`config.mk`:
```
export PLATFORM = sky130hd
export DESIGN_NAME = intel_vip_reset_gen_seq_block
export DESIGN_NICKNAME = d
export VERILOG_FILES = /design/src/rtl/intel_vip_reset_gen_seq_block.sv
export SDC_FILE = /design/constraint.sdc
export NUM_CORES = 1
export LEC_CHECK = 0
export ABC_CLOCK_PERIOD_IN_PS = 4260
export CAP_MARGIN = 20
export CORE_MARGIN = 1.5
export CORE_UTILIZATION = 46
export CTS_BUF_LIST = sky130_fd_sc_hd__clkbuf_4 sky130_fd_sc_hd__clkbuf_8
export DETAILED_ROUTE_END_ITERATION = 10
export MAX_ROUTING_LAYER = met4
export PLACE_DENSITY_LB_ADDON = 0.3
export SYNTH_ARGS = -nofsm -noshare
export SYNTH_HDL_FRONTEND = slang
export SYNTH_SLANG_ARGS = --single-unit
```
`constraint.sdc`:
```
create_clock -name clk -period 4.26 [get_ports clk]
set_input_delay 0.426 -clock clk [delete_from_list [all_inputs] [get_ports clk]]
set_output_delay 0.426 -clock clk [all_outputs]
set_load 0.05 [all_outputs]
```
`src/rtl/intel_vip_reset_gen_seq_block.sv`:
```
// Staged reset sequencer: holds all outputs, waits for PLL lock, then
// releases reset_out[0..NUM_OUTPUTS-1] in order, STAGE_GAP clocks apart.
// Ports: clk, async_reset (async, active-high), pll_locked (async),
//   sw_reset_req (rising edge restarts), reset_out[NUM_OUTPUTS-1:0],
//   reset_done, sw_reset_ack (one-cycle pulse).
// Macro INTEL_VIP_RESET_GEN_LOCK_MONITOR_EN: lock loss after release
//   restarts the sequence; undefined means lock is only checked once.
module intel_vip_reset_gen_seq_block #(
   parameter int NUM_OUTPUTS = 3,
   parameter int HOLD_CYCLES = 16,
   parameter int STAGE_GAP   = 4
) (
   input  logic                   clk,
   input  logic                   async_reset,
   input  logic                   pll_locked,
   input  logic                   sw_reset_req,
   output logic [NUM_OUTPUTS-1:0] reset_out,
   output logic                   reset_done,
   output logic                   sw_reset_ack
);

   localparam int MAX_CNT = (HOLD_CYCLES > STAGE_GAP) ?
                            HOLD_CYCLES : STAGE_GAP;
   localparam int CW = $clog2(MAX_CNT + 1);
   localparam logic [CW-1:0] HOLD_LD = CW'(HOLD_CYCLES);
   localparam logic [CW-1:0] GAP_LD  = CW'(STAGE_GAP);
   localparam logic [CW-1:0] ONE     = CW'(1);

   typedef enum logic [1:0] {
      ST_ASSERT,
      ST_WAIT_LOCK,
      ST_RELEASE,
      ST_DONE
   } state_t;

   state_t                 state, state_nx;
   logic [CW-1:0]          cnt, cnt_nx;
   logic [NUM_OUTPUTS-1:0] rst_nx;
   logic                   ack_nx;
   logic                   lock_meta, lock_s;
   logic                   sw_q;
   logic                   sw_rise;
   logic                   lock_lost;

   always_ff @(posedge clk or posedge async_reset) begin
      if (async_reset) begin
         lock_meta <= 1'b0;
         lock_s    <= 1'b0;
         sw_q      <= 1'b0;
      end else begin
         lock_meta <= pll_locked;
         lock_s    <= lock_meta;
         sw_q      <= sw_reset_req;
      end
   end

   assign sw_rise = sw_reset_req & ~sw_q;

`ifdef INTEL_VIP_RESET_GEN_LOCK_MONITOR_EN
   assign lock_lost = ~lock_s &
                      ((state == ST_RELEASE) || (state == ST_DONE));
`else
   assign lock_lost = 1'b0;
`endif

   always_ff @(posedge clk or posedge async_reset) begin
      if (async_reset) begin
         state        <= ST_ASSERT;
         cnt          <= HOLD_LD;
         reset_out    <= '1;
         sw_reset_ack <= 1'b0;
      end else begin
         state        <= state_nx;
         cnt          <= cnt_nx;
         reset_out    <= rst_nx;
         sw_reset_ack <= ack_nx;
      end
   end

   always_comb begin
      state_nx = state;
      cnt_nx   = (cnt != '0) ? cnt - ONE : cnt;
      rst_nx   = reset_out;
      ack_nx   = 1'b0;
      if (sw_rise) begin
         state_nx = ST_ASSERT;
         cnt_nx   = HOLD_LD;
         rst_nx   = '1;
         ack_nx   = 1'b1;
      end else if (lock_lost) begin
         state_nx = ST_ASSERT;
         cnt_nx   = HOLD_LD;
         rst_nx   = '1;
      end else begin
         unique case (state)
            ST_ASSERT: begin
               rst_nx = '1;
               if (cnt <= ONE) state_nx = ST_WAIT_LOCK;
            end
            ST_WAIT_LOCK: begin
               if (lock_s) begin
                  state_nx = ST_RELEASE;
                  rst_nx   = reset_out << 1;
                  cnt_nx   = GAP_LD;
               end
            end
            ST_RELEASE: begin
               // top bit already clear: every stage is out
               if (!reset_out[NUM_OUTPUTS-1]) begin
                  state_nx = ST_DONE;
               end else if (cnt <= ONE) begin
                  rst_nx = reset_out << 1;
                  cnt_nx = GAP_LD;
               end
            end
            ST_DONE: rst_nx = '0;
            default: begin
               state_nx = ST_ASSERT;
               cnt_nx   = HOLD_LD;
               rst_nx   = '1;
            end
         endcase
      end
   end

   assign reset_done = (state == ST_DONE);

endmodule
```
# ---- Word level (Yosys, flattened, before mapping)
# Cells that the tools add are included.
dict set report totals {
  register_bits 14
  latch_bits 0
  ramBits 0
  rom_bits 0
  output_inout_bits 5
  elab_cells 42
  n_memories 0
}
dict set report classes {
  addsub 1
  mul 0
  div 0
  n_lt_le_gt_ge 1
  n_eq_ne 8
  n_shift 0
  mux 17
  n_bitwise 2
  n_reduce_logical 5
}
# operator count
set op_table {}
lappend op_table {{$mux 5} 5}
lappend op_table {{$ne 3x3->1 const B} 5}
lappend op_table {{$mux 3} 4}
lappend op_table {{$pmux 3 s4} 1}
lappend op_table {{$pmux 5 s2} 1}
lappend op_table {{$mux 2} 4}
lappend op_table {{$pmux 2 s3} 1}
lappend op_table {{$le 5x1->1 const B} 1}
lappend op_table {{$reduce_bool 5->1} 1}
lappend op_table {{$sub 5x1->5 const B} 1}
lappend op_table {{$eq 2x2->1 const B} 2}
lappend op_table {{$reduce_and 4->1} 1}
lappend op_table {{$reduce_bool 4->1} 1}
lappend op_table {{$reduce_and 3->1} 1}
lappend op_table {{$eq 2x1->1 const B} 1}
lappend op_table {{$logic_not 2->1} 1}
lappend op_table {{$and 1x1->1} 1}
lappend op_table {{$mux 1} 1}
lappend op_table {{$not 1->1} 1}

# ---- Depth between registers and ports, before layout
dict set report logic_depth {
  ltp_word 6
  ltp_mapped 6
}

# ---- Worst setup path after synthesis
# Ideal clock, no wire load.
dict set report synth_timing {
  kind {flip-flop to flip-flop}
  start {register state[1]}
  end {register state[0]}
  setup_time_ns 0.077
  arrival_ns 1.427
  path_slack_ns 2.756
  stages_incl_launch_ff 7
  path_buffers 0
  synth_period_minus_slack_ns 1.504
  path_cell_list {dfrtp_1 > inv_1 > ha_1 > nand2b_1 > o311ai_1 > or3_1 > a21oi_1}
}
dict set report synth_between {
  elab_chain_cells 3
}
# element line_no
set synth_lines {}
lappend synth_lines {{start: declaration} 36} ;# state_t state, state_nx;
lappend synth_lines {{start signal: assignment} 73} ;# state <= state_nx;
lappend synth_lines {{$eq 2x2->1, or another cell as far along} 95} ;# unique case (state)
lappend synth_lines {{$ne 3x3->1 (no source line), or another cell as far along} --}
lappend synth_lines {{$reduce_and 4->1 (no source line) / $mux 2 (equally long branches)} --}
# Several ways; a longest one is shown, not always the timed one.
# A chain may end at the register's enable or synchronous reset.

# ---- Final worst setup path
dict set report layout_timing {
  start {register reset_out[2]}
  end {output reset_out[2]}
}
# element line_no
set layout_rtl {}
lappend layout_rtl {{start: declaration} 17} ;# output logic [NUM_OUTPUTS-1:0] reset_out,
lappend layout_rtl {{start signal: assignment} 75} ;# reset_out <= rst_nx;
# No word-level cell between the ends.

==> flow_summary.json <==
{
  "cts.path.max_buffers": 2,
  "detailedRoute.firstIterationViolations": 13,
  "worstSetupEndpointType": "output port",
  "netlist_instances": 83,
  "worst_setup_path_end": "reset_out[2]",
  "yosys.area_share.adder": 0.124,
  "timing.fmax_mhz": 480,
  "synth_compound_area_frac": 0.175,
  "clkLatencyLatePin_ps": 280,
  "synthesis.nets": 95,
  "critical_path.cell_chain": "clkdlybuf4s50_1",
  "die-area_sq_um": 2020,
  "place_hpwl_um": 1070,
  "design.core.area_sq_um": 1580,
  "total_routing_usage_gr": 0.181,
  "critPathKind": "reg2out",
  "cellPowerDensity_nw_per_um2": 766,
  "synth_area_per_cell_sq_um": 9.75,
  "ant_nets": 0,
  "yosys.area_share.simple": 0.181,
  "numCtsBuffers": 3,
  "path_buf_inv": 1,
  "portBuffers": 8,
  "synth.yosys.seq_area_share": 0.439,
  "number_of_max_slew_violations_in_the_final_report": 0,
  "cts_hold_buf": 0,
  "via_count_of_the_first_global_routing_pass": 622,
  "post_route_cells_drive_above_1_share": 0.128,
  "clk_pin_slew_ps": 90,
  "synthesis_warning_total": 0,
  "fillers": 135,
  "cp.depth": 1,
  "multi_input_area_sq_um": 424,
  "maxCapViolCount": 0,
  "muxShareOfSynthArea": 0.0124,
  "post_synth_instance_area_sq_um": 810,
  "ys_ff_latch": 14,
  "globalplace.congestion": 0.841,
  "startpoint_type_of_the_worst_setup_path": "flip-flop",
  "grt.overflow.total": 0,
  "synth_top_cells_by_area": "sky130_fd_sc_hd__dfrtp_1 31%, sky130_fd_sc_hd__dfstp_2 13%, sky130_fd_sc_hd__ha_1 12%",
  "antenna_found_initial": 0,
  "final_nets": 107,
  "critical-path-slowest-cell": "sky130_fd_sc_hd__clkdlybuf4s50_1",
  "io-pin-count": 9,
  "regToRegSetupSlack_ps": 2490,
  "routedWlPerCell_um": 12.9,
  "r2r-start": "state[1]",
  "static-leakage-power_nw": 0.428,
  "detailroute.via_count": 609,
  "worst_hold_path_type": "reg2reg",
  "outcome": "completed",
  "worst_slack_ps": 2170,
  "vias_per_cell": 5.54,
  "tns_ps": 0,
  "synthXorXnorAreaFrac": 0.0325,
  "hold_viol_final": 0,
  "die_height_um": 45.0,
  "worst_setup_path_startpoint": "reset_out[2]",
  "floorplan.initialDensity": 0.513,
  "tightest_slew_ps": 539,
  "worst_ep_required_time_ps": 3830,
  "post_cts.repair.setup_buffers": 0,
  "fin_crit_sh": 0.490,
  "cts.htree.levels": 1,
  "layout_min_cycle_time_ps": 2090,
  "most_frequently_used_flop_master_after_synthesis": "sky130_fd_sc_hd__dfrtp_1",
  "global_route_wire_length_before_repair_um": 2550,
  "largest_delay_contributor_family_on_the_critical_path": "buffers and inverters",
  "worst_r2r_endpoint": "state[0]",
  "worst_ep_arrival_time_ps": 1660,
  "edff_count_synth": 0,
  "final-setup-viol-count": 0,
  "regArea_sq_um": 355,
  "root_buffer_master": "sky130_fd_sc_hd__clkbuf_4",
  "antenna_cells_inserted": 0,
  "grt_max_degree": 15,
  "fp_rows": 14,
  "synth.largest_area_cell": "sky130_fd_sc_hd__dfrtp_1",
  "setup_repair_after_global_routing_missed_its_margin": "no",
  "synth_top_area_share": 0.309,
  "post_cts.resized_instances": 0,
  "wl_um": 1420,
  "path_max_fanout": 5,
  "cts_tree": "built",
  "clock_sink_count": 14,
  "vdd.ir_drop.worst_uv": 322,
  "leading_cell_types_in_the_layout_fill_and_taps_excluded": "10 x sky130_fd_sc_hd__nor2_1, 10 x sky130_fd_sc_hd__dfrtp_1, 8 x sky130_fd_sc_hd__ha_1, 8 x sky130_fd_sc_hd__clkdlybuf4s50_1",
  "slew_headroom": 0.635,
  "ys_types": 31,
  "detail_route.drc_violations": 0,
  "max_stage_delay_ps": 810,
  "drt_pass_1_iters": 4,
  "reg2regPathDepth": 6,
  "ys_async_sr_fraction": 1.00,
  "synth_top_family_by_area": "simple AND/OR/NAND/NOR gates",
  "preCtsSetupSlack_ps": 2480,
  "area_growth_pct": 16.4,
  "die_w_um": 45.0,
  "final.setup_skew_ps": 4.67
}
## worst min-delay path by stage
stage                            from     end  slack [ps]  cells after the start
after CTS                   lock_meta  lock_s         360                      0
after floorplan           async_reset  cnt[0]         310                      1
after global placement      lock_meta  lock_s         330                      0
final                       lock_meta  lock_s         360                      0
after detailed placement    lock_meta  lock_s         340                      0
after global routing        lock_meta  lock_s         360                      0
## registers in the layout, indices dropped and copies added (netlist names)
signal        count
cnt               5
reset_out         3
state             2
lock_meta         1
lock_s            1
sw_q              1
sw_reset_ack      1
## report_power, final
part | total, W | leakage, nW | switching (W) | internal [W]
logic | 0.000388 | 0.240 | 0.000231 | 0.000157
clock network | 0.0000947 | 0.0210 | 0.0000427 | 0.0000519
registers | 0.000239 | 0.167 | 0.0000492 | 0.000190
## layer usage
layer	track usage	wire length, um
met1	0.228	720
met2	0.269	617
met3	0.0560	71
met4	0.0765	13
met5	-	0
## through the flow
step / total power, W / instances / cell area (sq um) / hold WS, ps / util
after global routing: 0.000791 / 110 / 942 / 362 / 0.598
final: 0.000722 / 110 / 942 / 357 / 0.598
after global placement: 0.000614 / 106 / 906 / 334 / 0.575
after floorplan: 0.000539 / 83 / 810 / 312 / -
after CTS: 0.000722 / 110 / 942 / 359 / 0.598
after detailed placement: 0.000626 / 106 / 906 / 337 / 0.575
## cells in the mapped netlist (2+ instances only)
master                     instances
sky130_fd_sc_hd__xnor2_1           2
sky130_fd_sc_hd__nor2_1           10
sky130_fd_sc_hd__nand2_1           7
sky130_fd_sc_hd__inv_1             7
sky130_fd_sc_hd__o21ai_0           6
sky130_fd_sc_hd__ha_1              8
sky130_fd_sc_hd__a21oi_1           3
sky130_fd_sc_hd__nand3_1           3
sky130_fd_sc_hd__dfrtp_1          10
sky130_fd_sc_hd__nand2b_1          3
sky130_fd_sc_hd__dfstp_2           4
## layout make-up
| class | instances | share of cell area |
|---|---|---|
| Inverter | 7 | 0.0279 |
| Sequential cell | 14 | 0.377 |
| Multi-Input combinational cell | 61 | 0.450 |
| Clock buffer | 4 | 0.0385 |
| Tap cell | 16 | 0.0212 |
| Timing Repair Buffer | 8 | 0.0850 |
## logic make-up after synthesis
logic type               after synthesis
AND/OR/NAND/NOR                       29
AO/OA/AOI/OAI                         20
flip-flops                            14
buffers and inverters                  8
adder cells (fa/ha/maj)                8
XOR/XNOR                               3
multiplexers                           1
Power figures use the tool's default switching activity.
